File: src/rtl/mult_job_feeder.sv
// Operand FIFO plus job sequencer for the repeated-addition multiplier:
// issues one job at a time, waits mul_b+SETTLE cycles, then hands the product downstream.
module mult_job_feeder #(
   parameter int DEPTH  = 4,
   parameter int SETTLE = 2
) (
   input  logic                   clk,
   input  logic                   rst,
   input  logic                   in_valid,
   output logic                   in_ready,
   input  logic [7:0]             in_a,
   input  logic [7:0]             in_b,
   output logic [7:0]             mul_a,
   output logic [7:0]             mul_b,
   output logic                   mul_start,
   input  logic [15:0]            mul_p,
   output logic                   out_valid,
   input  logic                   out_ready,
   output logic [15:0]            out_p,
   output logic                   busy,
   output logic [$clog2(DEPTH):0] fifo_count
);

   localparam int AW = $clog2(DEPTH);
   localparam int CW = AW + 1;

   typedef enum logic [1:0] {
      S_IDLE  = 2'd0,
      S_START = 2'd1,
      S_WAIT  = 2'd2,
      S_HOLD  = 2'd3
   } state_t;

   state_t         r_state;
   state_t         w_state_next;

   logic [15:0]    r_mem [DEPTH];
   logic [AW-1:0]  r_wr_ptr;
   logic [AW-1:0]  r_rd_ptr;
   logic [CW-1:0]  r_count;

   logic [7:0]     r_mul_a;
   logic [7:0]     r_mul_b;
   logic [8:0]     r_cnt;
   logic           r_out_valid;
   logic [15:0]    r_out_p;

   logic           w_in_ready;
   logic           w_push;
   logic           w_pop;
   logic           w_start;
   logic           w_busy;
   logic           w_count_down;
   logic           w_capture;
   logic           w_release;
   logic [15:0]    w_head;

   // in_ready looks only at occupancy, never at a same-cycle pop
   assign w_in_ready = (r_count < CW'(DEPTH));
   assign w_push     = in_valid & w_in_ready;
   assign w_head     = r_mem[r_rd_ptr];

   always_ff @(posedge clk) begin
      if (w_push) begin
         r_mem[r_wr_ptr] <= {in_a, in_b};
      end
   end

   always_ff @(posedge clk or posedge rst) begin
      if (rst) begin
         r_wr_ptr <= '0;
         r_rd_ptr <= '0;
         r_count  <= '0;
      end else begin
         if (w_push) begin
            r_wr_ptr <= r_wr_ptr + AW'(1);
         end
         if (w_pop) begin
            r_rd_ptr <= r_rd_ptr + AW'(1);
         end
         case ({w_push, w_pop})
            2'b10:   r_count <= r_count + CW'(1);
            2'b01:   r_count <= r_count - CW'(1);
            default: r_count <= r_count;
         endcase
      end
   end

   always_ff @(posedge clk or posedge rst) begin
      if (rst) begin
         r_state <= S_IDLE;
      end else begin
         r_state <= w_state_next;
      end
   end

   always_comb begin
      w_state_next = r_state;
      case (r_state)
         S_IDLE:  if (r_count != '0) w_state_next = S_START;
         S_START: w_state_next = S_WAIT;
         S_WAIT:  if (r_cnt == '0) w_state_next = S_HOLD;
         S_HOLD:  if (out_ready) w_state_next = S_IDLE;
         default: w_state_next = S_IDLE;
      endcase
   end

   always_comb begin
      w_pop        = 1'b0;
      w_start      = 1'b0;
      w_busy       = 1'b1;
      w_count_down = 1'b0;
      w_capture    = 1'b0;
      w_release    = 1'b0;
      case (r_state)
         S_IDLE: begin
            w_busy = 1'b0;
            w_pop  = (r_count != '0);
         end
         S_START: w_start = 1'b1;
         S_WAIT: begin
            w_count_down = (r_cnt != '0);
            w_capture    = (r_cnt == '0);
         end
         S_HOLD:  w_release = out_ready;
         default: w_busy = 1'b1;
      endcase
   end

   // Operands stay put from pop until the next pop, so the multiplier sees them through HOLD
   always_ff @(posedge clk or posedge rst) begin
      if (rst) begin
         r_mul_a     <= '0;
         r_mul_b     <= '0;
         r_cnt       <= '0;
         r_out_valid <= 1'b0;
         r_out_p     <= '0;
      end else begin
         if (w_pop) begin
            r_mul_a <= w_head[15:8];
            r_mul_b <= w_head[7:0];
         end
         if (w_start) begin
            r_cnt <= {1'b0, r_mul_b} + 9'(SETTLE);
         end else if (w_count_down) begin
            r_cnt <= r_cnt - 9'd1;
         end
         if (w_capture) begin
            r_out_p     <= mul_p;
            r_out_valid <= 1'b1;
         end else if (w_release) begin
            r_out_valid <= 1'b0;
         end
      end
   end

   assign in_ready   = w_in_ready;
   assign mul_a      = r_mul_a;
   assign mul_b      = r_mul_b;
   assign mul_start  = w_start;
   assign out_valid  = r_out_valid;
   assign out_p      = r_out_p;
   assign busy       = w_busy;
   assign fifo_count = r_count;

endmodule
File: config.mk
export PLATFORM = sky130hd
export DESIGN_NAME = mult_job_feeder
export DESIGN_NICKNAME = d
export VERILOG_FILES = /design/src/rtl/mult_job_feeder.sv
export SDC_FILE = /design/constraint.sdc
export NUM_CORES = 1
export LEC_CHECK = 0
export CAP_MARGIN = 30
export CELL_PAD_IN_SITES_DETAIL_PLACEMENT = 0
export CELL_PAD_IN_SITES_GLOBAL_PLACEMENT = 1
export CORE_ASPECT_RATIO = 1.1
export CORE_MARGIN = 2
export CORE_UTILIZATION = 40
export CTS_BUF_LIST = sky130_fd_sc_hd__clkbuf_4
export CTS_CLUSTER_DIAMETER = 150
export DETAILED_ROUTE_END_ITERATION = 7
export PLACE_DENSITY_LB_ADDON = 0.1
export SLEW_MARGIN = 20
export SYNTH_ARGS = -nofsm -noshare
export SYNTH_HDL_FRONTEND = slang
export SYNTH_SLANG_ARGS = --single-unit
export TNS_END_PERCENT = 100
File: constraint.sdc
create_clock -name clk -period 6.47 [get_ports clk]
set_input_delay 0.647 -clock clk [delete_from_list [all_inputs] [get_ports clk]]
set_output_delay 0.647 -clock clk [all_outputs]
set_load 0.005 [all_outputs]
* After elaboration in Yosys (flattened, before gate mapping) *
Memories as Yosys holds them, arrays and structs flattened. A register that Yosys moved wholly into a read port is not among the register bits.
Cells that the tools add are included.

word-level totals
  register bits after elaboration = 35
  RAM bits = 64
  bits of input ports = 36
  output and inout bits = 39
  memories kept = 1

memories
  memory  words  width  rd ports  clocked after memory_dff  write ports  RTL line  text
  r_mem   4      16     1         1                         1            37        logic [15:0] r_mem [DEPTH];

cells by class
  add/sub/neg operators = 6
  order comparisons = 1
  equal/unequal tests = 8
  multiplexer cells = 17
  bitwise logic cells = 1
  reduce and logical (&&, ||, !) cells = 8

operator list
  cell                                                 number
  two-way mux 9 bit                                    2
  two-way mux 1 bit                                    10
  adder 8 x 2 -> 9 bit, second input constant          1
  zero test 9 bit                                      1
  nonzero test 9 bit                                   1
  subtractor 9 x 1 -> 9 bit, second input constant     1
  case mux 2 bit (4 select lines)                      1
  equality test 2 bit, second input constant           3
  two-way mux 2 bit                                    3
  != test 2 bit, second input constant                 3
  case mux 3 bit (2 select lines)                      1
  nonzero test 2 bit                                   3
  adder 2 x 1 -> 2 bit, second input constant          2
  equality test 2 x 1 -> 1 bit, second input constant  2
  adder 3 x 1 -> 3 bit, second input constant          1
  < comparator 3 bit, second input constant            1
  AND reduction 3 bit                                  1
  nonzero test 3 bit                                   1
  subtractor 3 x 1 -> 3 bit, second input constant     1
  zero test 2 bit                                      1
  bitwise AND 1 bit                                    1

* Depth between registers and ports, before layout *
Gate-level depths: netlist of the first run.

  depth in word-level cells = 4
  depth in mapped cells = 11
  depth with buffers taken out = 10

* Least setup slack after synthesis of the first run *
OpenSTA, ideal clock, no wires.

  path kind = reg-to-reg
  start = register r_state[0]
  end = register r_count[2] (netlist: fifo_count[2])
  setup time = 0.080 ns
  data arrival time = 2.275 ns
  slack = 4.115 ns
  stages on the path, launching flop included = 12
  buffers on the path = 1
  cell sequence = dfrtp_1 inv_1 ha_1 inv_1 nor2_2 buf_2 ha_1 inv_1 fa_1 xor2_1 nor2_1 xnor2_1

between the ends
  word-level cells in the longest chain between the ends = 4
  elaborated cells between the ends (all ways) = 6
  those cells by class = eq/ne (2); mux (2); reduce/logical (2)

ends and longest elaborated chain
  what                                                                          RTL line  text
  start: declaration                                                            34        state_t r_state;
  start signal: assignment                                                      93        r_state <= w_state_next;
  zero test 2 bit *                                                             115       case (r_state)
  two-way mux 1 bit *                                                           115
  via w_pop                                                                     50        logic w_pop;
  equality test 2 x 1 -> 1 bit / equality test 2 bit (equally long branches)    81        case ({w_push, w_pop})
  case mux 3 bit (2 select lines) / nonzero test 2 bit (equally long branches)  -
  end signal: assignment                                                        82        2'b10: r_count <= r_count + CW'(1);
  end signal: assignment                                                        83        2'b01: r_count <= r_count - CW'(1);
  end signal: assignment                                                        84        default: r_count <= r_count;
  end: declaration                                                              40        logic [CW-1:0] r_count;

Mark *: on every way through the listed nets, which the timed path passes. The rest lies on a longest branch.
A chain may end at the register's enable or synchronous reset.

* Worst setup path in the final report of the first run *
  start = register r_state[1]
  end = output mul_start

between the ends
  word-level cells in the longest chain between the ends = 2

ends and longest elaborated chain
  what                          RTL line  text
  equality test 2 x 1 -> 1 bit  115
  two-way mux 1 bit             115
  end: declaration              15        output logic mul_start,

Every way passes these cells.

==> impl_metrics.csv, run 1 <==
group,metric,value,unit
floorplan,die_x,108,um
drt,route.detailed.drc,0,
floorplan,ios,75,
timing,holdWs,0.508,ns
cells_and_area,fin_cells,525,
status,outcome,"finished, final reports clean",
place,gp_congestion,0.693,
clock_tree,cts.htree.levels,4,
synth,synth_ff_type,"edfxtp_1",
floorplan,fp-row-count,41,
critical_path,crit_path_end_kind,"output pin",
drt,dr.pass1.iters,4,
timing,finalMaxSlewViolations,0,
critical_path,worstPathCellList,"inv_1 > ha_1 > clkdlybuf4s50_1",
clock_tree,cts_setup_buffers,0,
min_path,min-delay-start,"out_valid",
critical_path,reg2reg_slack,3.95,ns
synth,yosys_warnings,0,
place,pre_cts_slack,3.75,ns
drt,wire_per_inst,16.0,um
place,dp_hpwl,5.58,mm
critical_path,r2r_end,"fifo_count[2]",
cells_and_area,fillers,1012,
global_route,grt_start_max_net_pins,52,
synth,yosys_register_bits,115,
timing,worst_pin_slew,0.870,ns
critical_path,critPathArrivalTime,2.20,ns
power_and_ir_drop,power_density,443,nW/um^2
critical_path,critPathMaxStageDelay,0.62,ns
synth,synth_simple_gate_area_share,4.36,%
timing,min_period,2.85,ns
clock_tree,clkTransAtPathRegs,0.10,ns
timing,hold_viol_final,0,
synth,synth_edf_count,64,
clock_tree,cts_tree,"yes",
cells_and_area,multi_input_area,1460,sq um
cells_and_area,antennaDiodeCount,0,
cells_and_area,areaGrowthSynthToFinish,25.2,%
drt,vias_per_cell,4.83,
global_route,grt_pass1_vias,2691,
cells_and_area,layout.nets,411,
critical_path,cp-endpoint,"mul_start",
critical_path,cp_slowest_cell,"clkdlybuf4s50_1",
floorplan,dieArea,12800,sq um
synth,synth_top_family_by_area,"multiplexers",
clock_tree,cts_resized,0,
synth,avgSynthCellArea,17.3,sq um
timing,rsz0062_at_grt,"false",
critical_path,critPathRequiredTime,5.82,ns
clock_tree,postCtsHoldBufs,0,
min_path,hold_path_class,"register to register",
timing,slew-limit-headroom,42.0,%
place,io_buffers,74,
power_and_ir_drop,power.leakage,0.00224,uW
drt,antenna_left,0,
clock_tree,cts-root-buf,"clkbuf_4",
critical_path,crit_fanout,17,
timing,setup_ws,3.62,ns
cells_and_area,final_layout_size_suffix_gt1_share,23.7,%
place,dpl_cell_area,5670,sq um
clock_tree,clk_path_buf_depth,2,
synth,syn_nets,325,
synth,synthArstFlopShare,44.3,%
critical_path,worstReg2RegStart,"r_state[0]",
floorplan,core,11500,sq um
floorplan,start_util,41.3,%
timing,finalSetupTns,0,ns
timing,period_share,44.0,%
clock_tree,cts_sinks,115,
critical_path,worstSetupPathType,"register to output pin",
cells_and_area,final_cell_area,5960,sq um
critical_path,cp-start-kind,"register",
drt,vias,2536,
synth,synth_cells,276,
synth,seq_area_frac_synth,67.2,%
synth,synth_xor_xnor_area_share,2.76,%
synth,synth_area,4760,sq um
global_route,grt_usage,14.2,%
cells_and_area,seq_area,3200,sq um
global_route,grt_pass1_wl,13.6,mm
timing,setup_violations,0,
synth,synthAdderAreaFrac,3.57,%
critical_path,reg2reg_depth,10,
drt,wirelength,8.41,mm
clock_tree,numCtsBuffers,17,
power_and_ir_drop,ir_drop,173,uV
synth,ys_types,39,
synth,muxShareOfSynthArea,16.9,%
timing,skew,0.0158,ns
critical_path,critPathLaunch,"r_state[1]",
clock_tree,clock_latency,0.49,ns
global_route,grt_overflow,0,
global_route,antenna_found_initial,0,
timing,fmax,0.351,GHz
floorplan,fp.dieH,118,um
place,dp_cells,493,
synth,synth_compound_area_share,3.02,%
drt,drt_iter0_drc,84,
job,drv_cap,0,
[placed cells by master, fill, tap and decap left out, types with 2 or more instances in the layout]
cell	netlist	routed
bufinv_16	0	3
xor2_1	3	3
nand2_1	11	11
clkbuf_4	0	18
or2_2	2	2
nor3_1	4	4
and2_1	4	4
edfxtp_1	64	64
mux2i_1	4	4
nor2_1	3	3
xnor2_1	12	12
o21ai_0	4	4
mux2_2	24	24
clkinv_1	0	2
clkdlybuf4s50_1	0	74
mux2_4	9	9
inv_1	16	15
clkinv_2	0	3
ha_1	12	12
mux4_2	16	16
inv_6	0	2
o21a_1	3	3
a211oi_1	3	3
a21oi_1	3	3
dfrtp_1	51	50
nand3_1	3	3
clkinvlp_4	0	3
[routing by layer]
layer  up-vias  track usage (%)  routed length [um]
met3        11             4.52                 440
met1      1253             17.3                3660
li1       1210                -                   -
met4         0             6.01                 114
met5         -                0                   0
met2        62             23.1                4200
[flip-flops by register name (all words and copies together), names as in the netlist]
signal,flops
r_state,2
mul_b,8
r_wr_ptr,2
r_cnt,9
r_rd_ptr,2
r_mem,64
fifo_count,3
out_valid,1
out_p,16
mul_a,8
[report_power, final]
group | switching (uW) | internal (uW)
sequential | 184 | 988
combinational | 358 | 576
clock | 266 | 270
[cell type report]
| cell class | count | share of cell area (%) |
|---|---|---|
| sequential | 115 | 53.7 |
| multi-input combinational | 136 | 24.5 |
| timing repair buffer | 76 | 12.7 |
| tap | 150 | 3.15 |
| clock inverter | 14 | 2.71 |
| clock buffer | 18 | 2.27 |
| inverter | 16 | 1.01 |
[how the worst min path moves through the flow]
stage / endpoint / slack, ns / cells past startpoint
2_1_floorplan: out_valid / 0.47 / 2
3_3_place_gp: out_valid / 0.46 / 2
3_5_place_dp: out_p[15] / 0.49 / 1
4_1_cts: out_p[0] / 0.52 / 1
5_1_grt: out_p[10] / 0.54 / 1
6_report: out_valid / 0.51 / 2
[through the flow]
step / utilization [%] / power, uW
after detailed placement: 49.1 / 2150
after CTS: 51.7 / 2700
after global routing: 51.7 / 2830
final: 51.7 / 2640
after floorplan: - / 1740
after global placement: 49.0 / 2120
[worst max-delay path, delay by kind of cell (launching register included)]
family / cells / cell delay [ns]
DFF: 1 / 0.43
adders and majority gates: 1 / 0.55
buffers and inverters: 2 / 0.73
[cells by family (layout without fill, tap and decap cells)]
| family | Yosys count | in the layout |
|---|---|---|
| buffers and inverters | 25 | 124 |
| adders and majority gates | 13 | 13 |
| xor gates and xnor gates | 15 | 15 |
| muxes | 53 | 53 |
| AOI/OAI and AO/OA | 20 | 20 |
| and+or+nand+nor | 35 | 35 |
| DFF | 115 | 115 |
[synth_stat cells, drive strengths merged, types with 2 or more instances]
cell type  count  area share, %
edfxtp        64             40
o21a           3           0.47
inv           16            1.3
mux4          16            7.6
and2           4           0.53
nand2         11           0.87
nand3          3           0.32
or2            2           0.26
xor2           3           0.55
a211oi         3           0.47
dfrtp         51             27
a21oi          3           0.32
clkbuf         5           0.39
nor2           4           0.37
ha            12            3.2
nor3           4           0.42
nor4           2           0.58
mux2i          4           0.84
o21ai          4           0.42
mux2          33            8.5
xnor2         12            2.2
buf            4           0.55
(Power assumes the default switching activity.)
==> run 2: changes to the inputs <==
==> constraint.sdc (replaced) <==
create_clock -name clk -period 2.8 [get_ports clk]
set_input_delay 0.28 -clock clk [delete_from_list [all_inputs] [get_ports clk]]
set_output_delay 0.28 -clock clk [all_outputs]
set_load 0.005 [all_outputs]
==> impl_metrics.csv, run 2 (same netlist as run 1, synthesis figures left out) <==
group,metric,value,unit
critical_path,crit_path_end_kind,"output pin",
clock_tree,clock_latency,0.52,ns
cells_and_area,areaGrowthSynthToFinish,25.4,%
cells_and_area,layout_commonest_cell,"clkdlybuf4s50_1",
critical_path,path_buf_inv,3,
timing,period_share,79.6,%
place,dp_hpwl,5.56,mm
power_and_ir_drop,power_density,1010,nW/um^2
floorplan,fp-row-count,41,
critical_path,critPathArrivalTime,1.95,ns
cells_and_area,antennaDiodeCount,0,
global_route,antenna_found_initial,0,
timing,setup_violations,0,
floorplan,fp.dieH,118,um
cells_and_area,layout.nets,418,
floorplan,start_util,41.3,%
cells_and_area,largest_register_ff_count,64,
clock_tree,clk_path_buf_depth,2,
status,outcome,"finished, final reports clean",
critical_path,cp-start-kind,"register",
timing,skew,0.00884,ns
global_route,grt_pass1_vias,2689,
cells_and_area,final_cell_area,5970,sq um
clock_tree,cts_setup_buffers,0,
cells_and_area,top_register,"r_mem",
critical_path,r2r_end,"fifo_count[2]",
global_route,grt_overflow,0,
clock_tree,postCtsHoldBufs,0,
critical_path,critPathMaxStageDelay,0.53,ns
drt,route.detailed.drc,0,
drt,vias,2567,
critical_path,reg2reg_depth,10,
power_and_ir_drop,power.leakage,0.00226,uW
job,drv_cap,0,
global_route,grt_start_max_net_pins,26,
critical_path,critPathRequiredTime,2.52,ns
timing,finalSetupTns,0,ns
place,dpl_cell_area,5710,sq um
critical_path,reg2reg_slack,0.81,ns
critical_path,worstPathCellList,"inv_1 > ha_1 > buf_4 > clkdlybuf4s50_1",
clock_tree,cts_resized,0,
floorplan,core,11500,sq um
floorplan,die_x,108,um
timing,min_period,2.23,ns
drt,drt_iter0_drc,138,
clock_tree,numCtsBuffers,17,
drt,antenna_left,0,
place,gp_congestion,0.689,
global_route,grt_pass1_wl,14.0,mm
timing,hold_viol_final,0,
timing,slew-limit-headroom,48.4,%
drt,wirelength,8.47,mm
drt,vias_per_cell,4.83,
timing,finalMaxSlewViolations,0,
clock_tree,clkTransAtPathRegs,0.10,ns
place,io_buffers,74,
critical_path,cp_slowest_cell,"clkdlybuf4s50_1",
drt,wire_per_inst,15.9,um
timing,worst_pin_slew,0.774,ns
floorplan,dieArea,12800,sq um
min_path,hold_path_class,"input port to asynchronous set/reset pin",
floorplan,ios,75,
cells_and_area,fillers,974,
timing,rsz0062_at_grt,"false",
drt,dr.pass1.iters,4,
power_and_ir_drop,ir_drop,508,uV
critical_path,crit_fanout,17,
clock_tree,cts_tree,"yes",
clock_tree,cts.htree.levels,4,
clock_tree,cts-root-buf,"clkbuf_4",
timing,fmax,0.449,GHz
cells_and_area,layout_common_cells,"74 x clkdlybuf4s50_1, 64 x edfxtp_1, 51 x dfrtp_1, 24 x mux2_2, 19 x clkbuf_4",
critical_path,worstSetupPathType,"register to output pin",
global_route,grt_usage,14.9,%
clock_tree,cts_sinks,115,
critical_path,cp_top_family,"buffers and inverters",
cells_and_area,final_layout_size_suffix_gt1_share,24.1,%
critical_path,worstReg2RegStart,"r_state[0]",
run 2: cell types whose count changed in the layout (fill, tap and decap cells not counted), sizes merged:
| cell | delta |
|---|---|
| inv | -2 |
| buf | +7 |
| clkinv | +3 |
| bufinv | -1 |
| clkbuf | +1 |
| clkinvlp | -1 |
run 2: routing by layer:
layer  share of wire (%)  track usage, %  routed length (um)
met1                  44            18.4                3730
met2                  49            23.1                4120
met3                 5.3            5.24                 447
met4                 2.0            7.21                 172
met5                   0               0                   0
run 2: final cells by class:
type,instances,area (sq um),area share (%)
flip-flops and latches,115,3200,53.5
multi-input cells,136,1460,24.4
repair buffers,83,808,13.5
well taps,150,188,3.14
clock buffers,19,143,2.39
clock inverters,13,118,1.97
inverters,16,60.1,1.01
run 2: worst max-delay path by stage:
stage | startpoint | to | cells past startpoint
finish | r_state[1] | mul_start | 4
global route | r_state[1] | mul_start | 4
CTS | r_state[1] | mul_start | 4
detailed placement | in_valid | fifo_count[1] | 7
global placement | in_valid | fifo_count[2] | 9
floorplan | r_state[0] | fifo_count[2] | 11
run 2: power by group:
part | total, uW | internal (uW) | leakage, uW | switching (uW)
Sequential | 2620 | 2280 | 0.00118 | 343
Clock | 1120 | 530 | 0.000140 | 588
Combinational | 2260 | 1350 | 0.000939 | 911
run 2: per-stage QoR:
| step | setup slack (ns) | hold slack (ns) | instances | util [%] | power (uW) |
|---|---|---|---|---|---|
| after floorplan | 0.445 | 0.379 | 276 | - | 4020 |
| after global placement | 0.718 | 0.462 | 500 | 49.5 | 4940 |
| after detailed placement | 0.658 | 0.467 | 500 | 49.5 | 4980 |
| after CTS | 0.511 | 0.102 | 532 | 51.8 | 6130 |
| after global routing | 0.422 | 0.144 | 532 | 51.8 | 6460 |
| final | 0.572 | 0.131 | 532 | 51.8 | 6010 |
==> run 3: changes to the inputs <==
==> constraint.sdc (replaced) <==
create_clock -name clk -period 1.79 [get_ports clk]
set_input_delay 0.179 -clock clk [delete_from_list [all_inputs] [get_ports clk]]
set_output_delay 0.179 -clock clk [all_outputs]
set_load 0.005 [all_outputs]
==> impl_metrics.csv, run 3 (same netlist as run 1, synthesis figures left out) <==
group,metric,value,unit
status,outcome,"finished, final reports clean",
floorplan,die_x,108,um
timing,hold_viol_final,0,
timing,slew-limit-headroom,76.0,%
place,dp_hpwl,6.14,mm
drt,wire_per_inst,16.5,um
floorplan,start_util,41.3,%
power_and_ir_drop,finalPower,10300,uW
cells_and_area,fillers,985,
clock_tree,cts.htree.levels,4,
global_route,grt_overflow,0,
drt,antenna_left,0,
power_and_ir_drop,clkPwrFrac,19.6,%
drt,route.detailed.drc,0,
timing,setup_violations,0,
power_and_ir_drop,power.leakage,0.00243,uW
power_and_ir_drop,seq_power_share,39.1,%
cells_and_area,final_layout_size_suffix_gt1_share,32.1,%
drt,vias,2733,
timing,min_period,1.77,ns
clock_tree,clk_path_buf_depth,2,
place,gp_congestion,0.752,
drt,dr.pass1.iters,4,
cells_and_area,top_register,"r_mem",
clock_tree,clkTransAtPathRegs,0.10,ns
timing,finalSetupTns,0,ns
cells_and_area,antennaDiodeCount,0,
floorplan,fp-row-count,41,
clock_tree,cts_tree,"yes",
global_route,grt_pass1_wl,14.9,mm
timing,skew,0.00880,ns
cells_and_area,layout.nets,444,
place,io_buffers,74,
timing,rsz0062_at_grt,"true",
timing,period_share,98.7,%
cells_and_area,areaGrowthSynthToFinish,33.7,%
floorplan,core,11500,sq um
floorplan,fp.dieH,118,um
clock_tree,cts-root-buf,"clkbuf_4",
drt,drt_iter0_drc,106,
clock_tree,clock_latency,0.50,ns
critical_path,cp-start-kind,"register",
critical_path,worstSetupPathType,"register to register",
cells_and_area,largest_register_ff_count,64,
power_and_ir_drop,ir_drop,653,uV
power_and_ir_drop,sw_frac_of_total,30.5,%
timing,worst_pin_slew,0.355,ns
clock_tree,numCtsBuffers,17,
global_route,grt_pass1_vias,2938,
power_and_ir_drop,p_sw,3150,uW
cells_and_area,layout_common_cells,"71 x clkdlybuf4s50_1, 64 x edfxtp_1, 50 x dfrtp_1, 28 x buf_4, 24 x mux2_2",
cells_and_area,layout_commonest_cell,"clkdlybuf4s50_1",
timing,finalMaxSlewViolations,0,
drt,vias_per_cell,4.90,
clock_tree,cts_sinks,115,
power_and_ir_drop,comb_power_share,41.3,%
critical_path,crit_fanout,3,
power_and_ir_drop,power_density,1620,nW/um^2
floorplan,dieArea,12800,sq um
min_path,hold_path_class,"input port to register",
global_route,grt_start_max_net_pins,52,
critical_path,crit_path_end_kind,"register",
floorplan,ios,75,
timing,fmax,0.566,GHz
power_and_ir_drop,intPower,7170,uW
critical_path,critPathRequiredTime,2.21,ns
drt,wirelength,9.22,mm
job,drv_cap,0,
global_route,grt_usage,15.8,%
critical_path,critPathArrivalTime,2.19,ns
global_route,antenna_found_initial,0,
-- run 3: layout make-up --
type                            count  area, sq um  area share [%]
Clock inverter                     14          168            2.63
Tap cell                          150          188            2.95
Clock buffer                       18          135            2.12
Multi-Input combinational cell    136         1540            24.2
Sequential cell                   115         3200            50.3
Timing Repair Buffer              109         1070            16.8
Inverter                           16         62.6           0.983
-- run 3: path summary, 6_finish.rpt --
check                                 to  slack (ns)       start  cells past startpoint
min reg2reg                    out_valid        0.50   out_valid                      2
max reg2reg                fifo_count[2]        0.02  r_state[1]                     10
min in group asynchronous       r_cnt[3]        0.61         rst                      4
min                             out_p[4]        0.29    mul_p[4]                      2
max in group asynchronous      out_valid        0.94         rst                      4
max                        fifo_count[2]        0.02  r_state[1]                     10
-- run 3: power groups by stage --
stage | Combinational, uW | Clock, uW | Sequential [uW]
finish | 4260 | 2020 | 4040
global route | 4650 | 2230 | 4140
CTS | 4220 | 2100 | 4040
detailed placement | 4160 | 0 | 4090
global placement | 4090 | 0 | 4070
floorplan | 2360 | 0 | 4040
-- run 3: stage by stage --
stage | std cells | hold slack (ns) | setup WS (ns) | util, % | instance area [sq um]
final | 558 | 0.285 | 0.0235 | 55.1 | 6360
after global routing | 558 | 0.213 | -0.0717 | 55.1 | 6360
after detailed placement | 519 | 0.483 | -0.0293 | 51.6 | 5950
after floorplan | 276 | 0.278 | -0.201 | - | 4800
after CTS | 555 | 0.216 | -0.0517 | 54.5 | 6290
after global placement | 519 | 0.462 | 0.0206 | 51.6 | 5950
-- run 3: what timing repair did --
| action | in CTS | in global routing |
|---|---|---|
| gates resized for setup | 4 | 11 |
| setup buffers | 3 | 3 |
| pin swaps | 1 | 2 |
| endpoints found under the setup margin | 4 | 18 |
| endpoints found under the hold margin | 4 | 0 |
| hold buffers | 1 | 0 |
-- run 3: layer usage --
layer  wire length, um  GRT usage (%)
met1              3810           18.1
met2              4770           26.6
met3               462           4.85
met4               175           7.45
met5                 0              0
-- run 3: worst max-delay path, stage by stage, from the launching register on --
cell     delay [ns]
dfrtp_1        0.41
inv_2          0.09
ha_4           0.15
inv_4          0.04
nor2_4         0.11
ha_4           0.15
inv_2          0.03
fa_2           0.32
xor2_1         0.14
nor2_1         0.12
xnor2_1        0.13
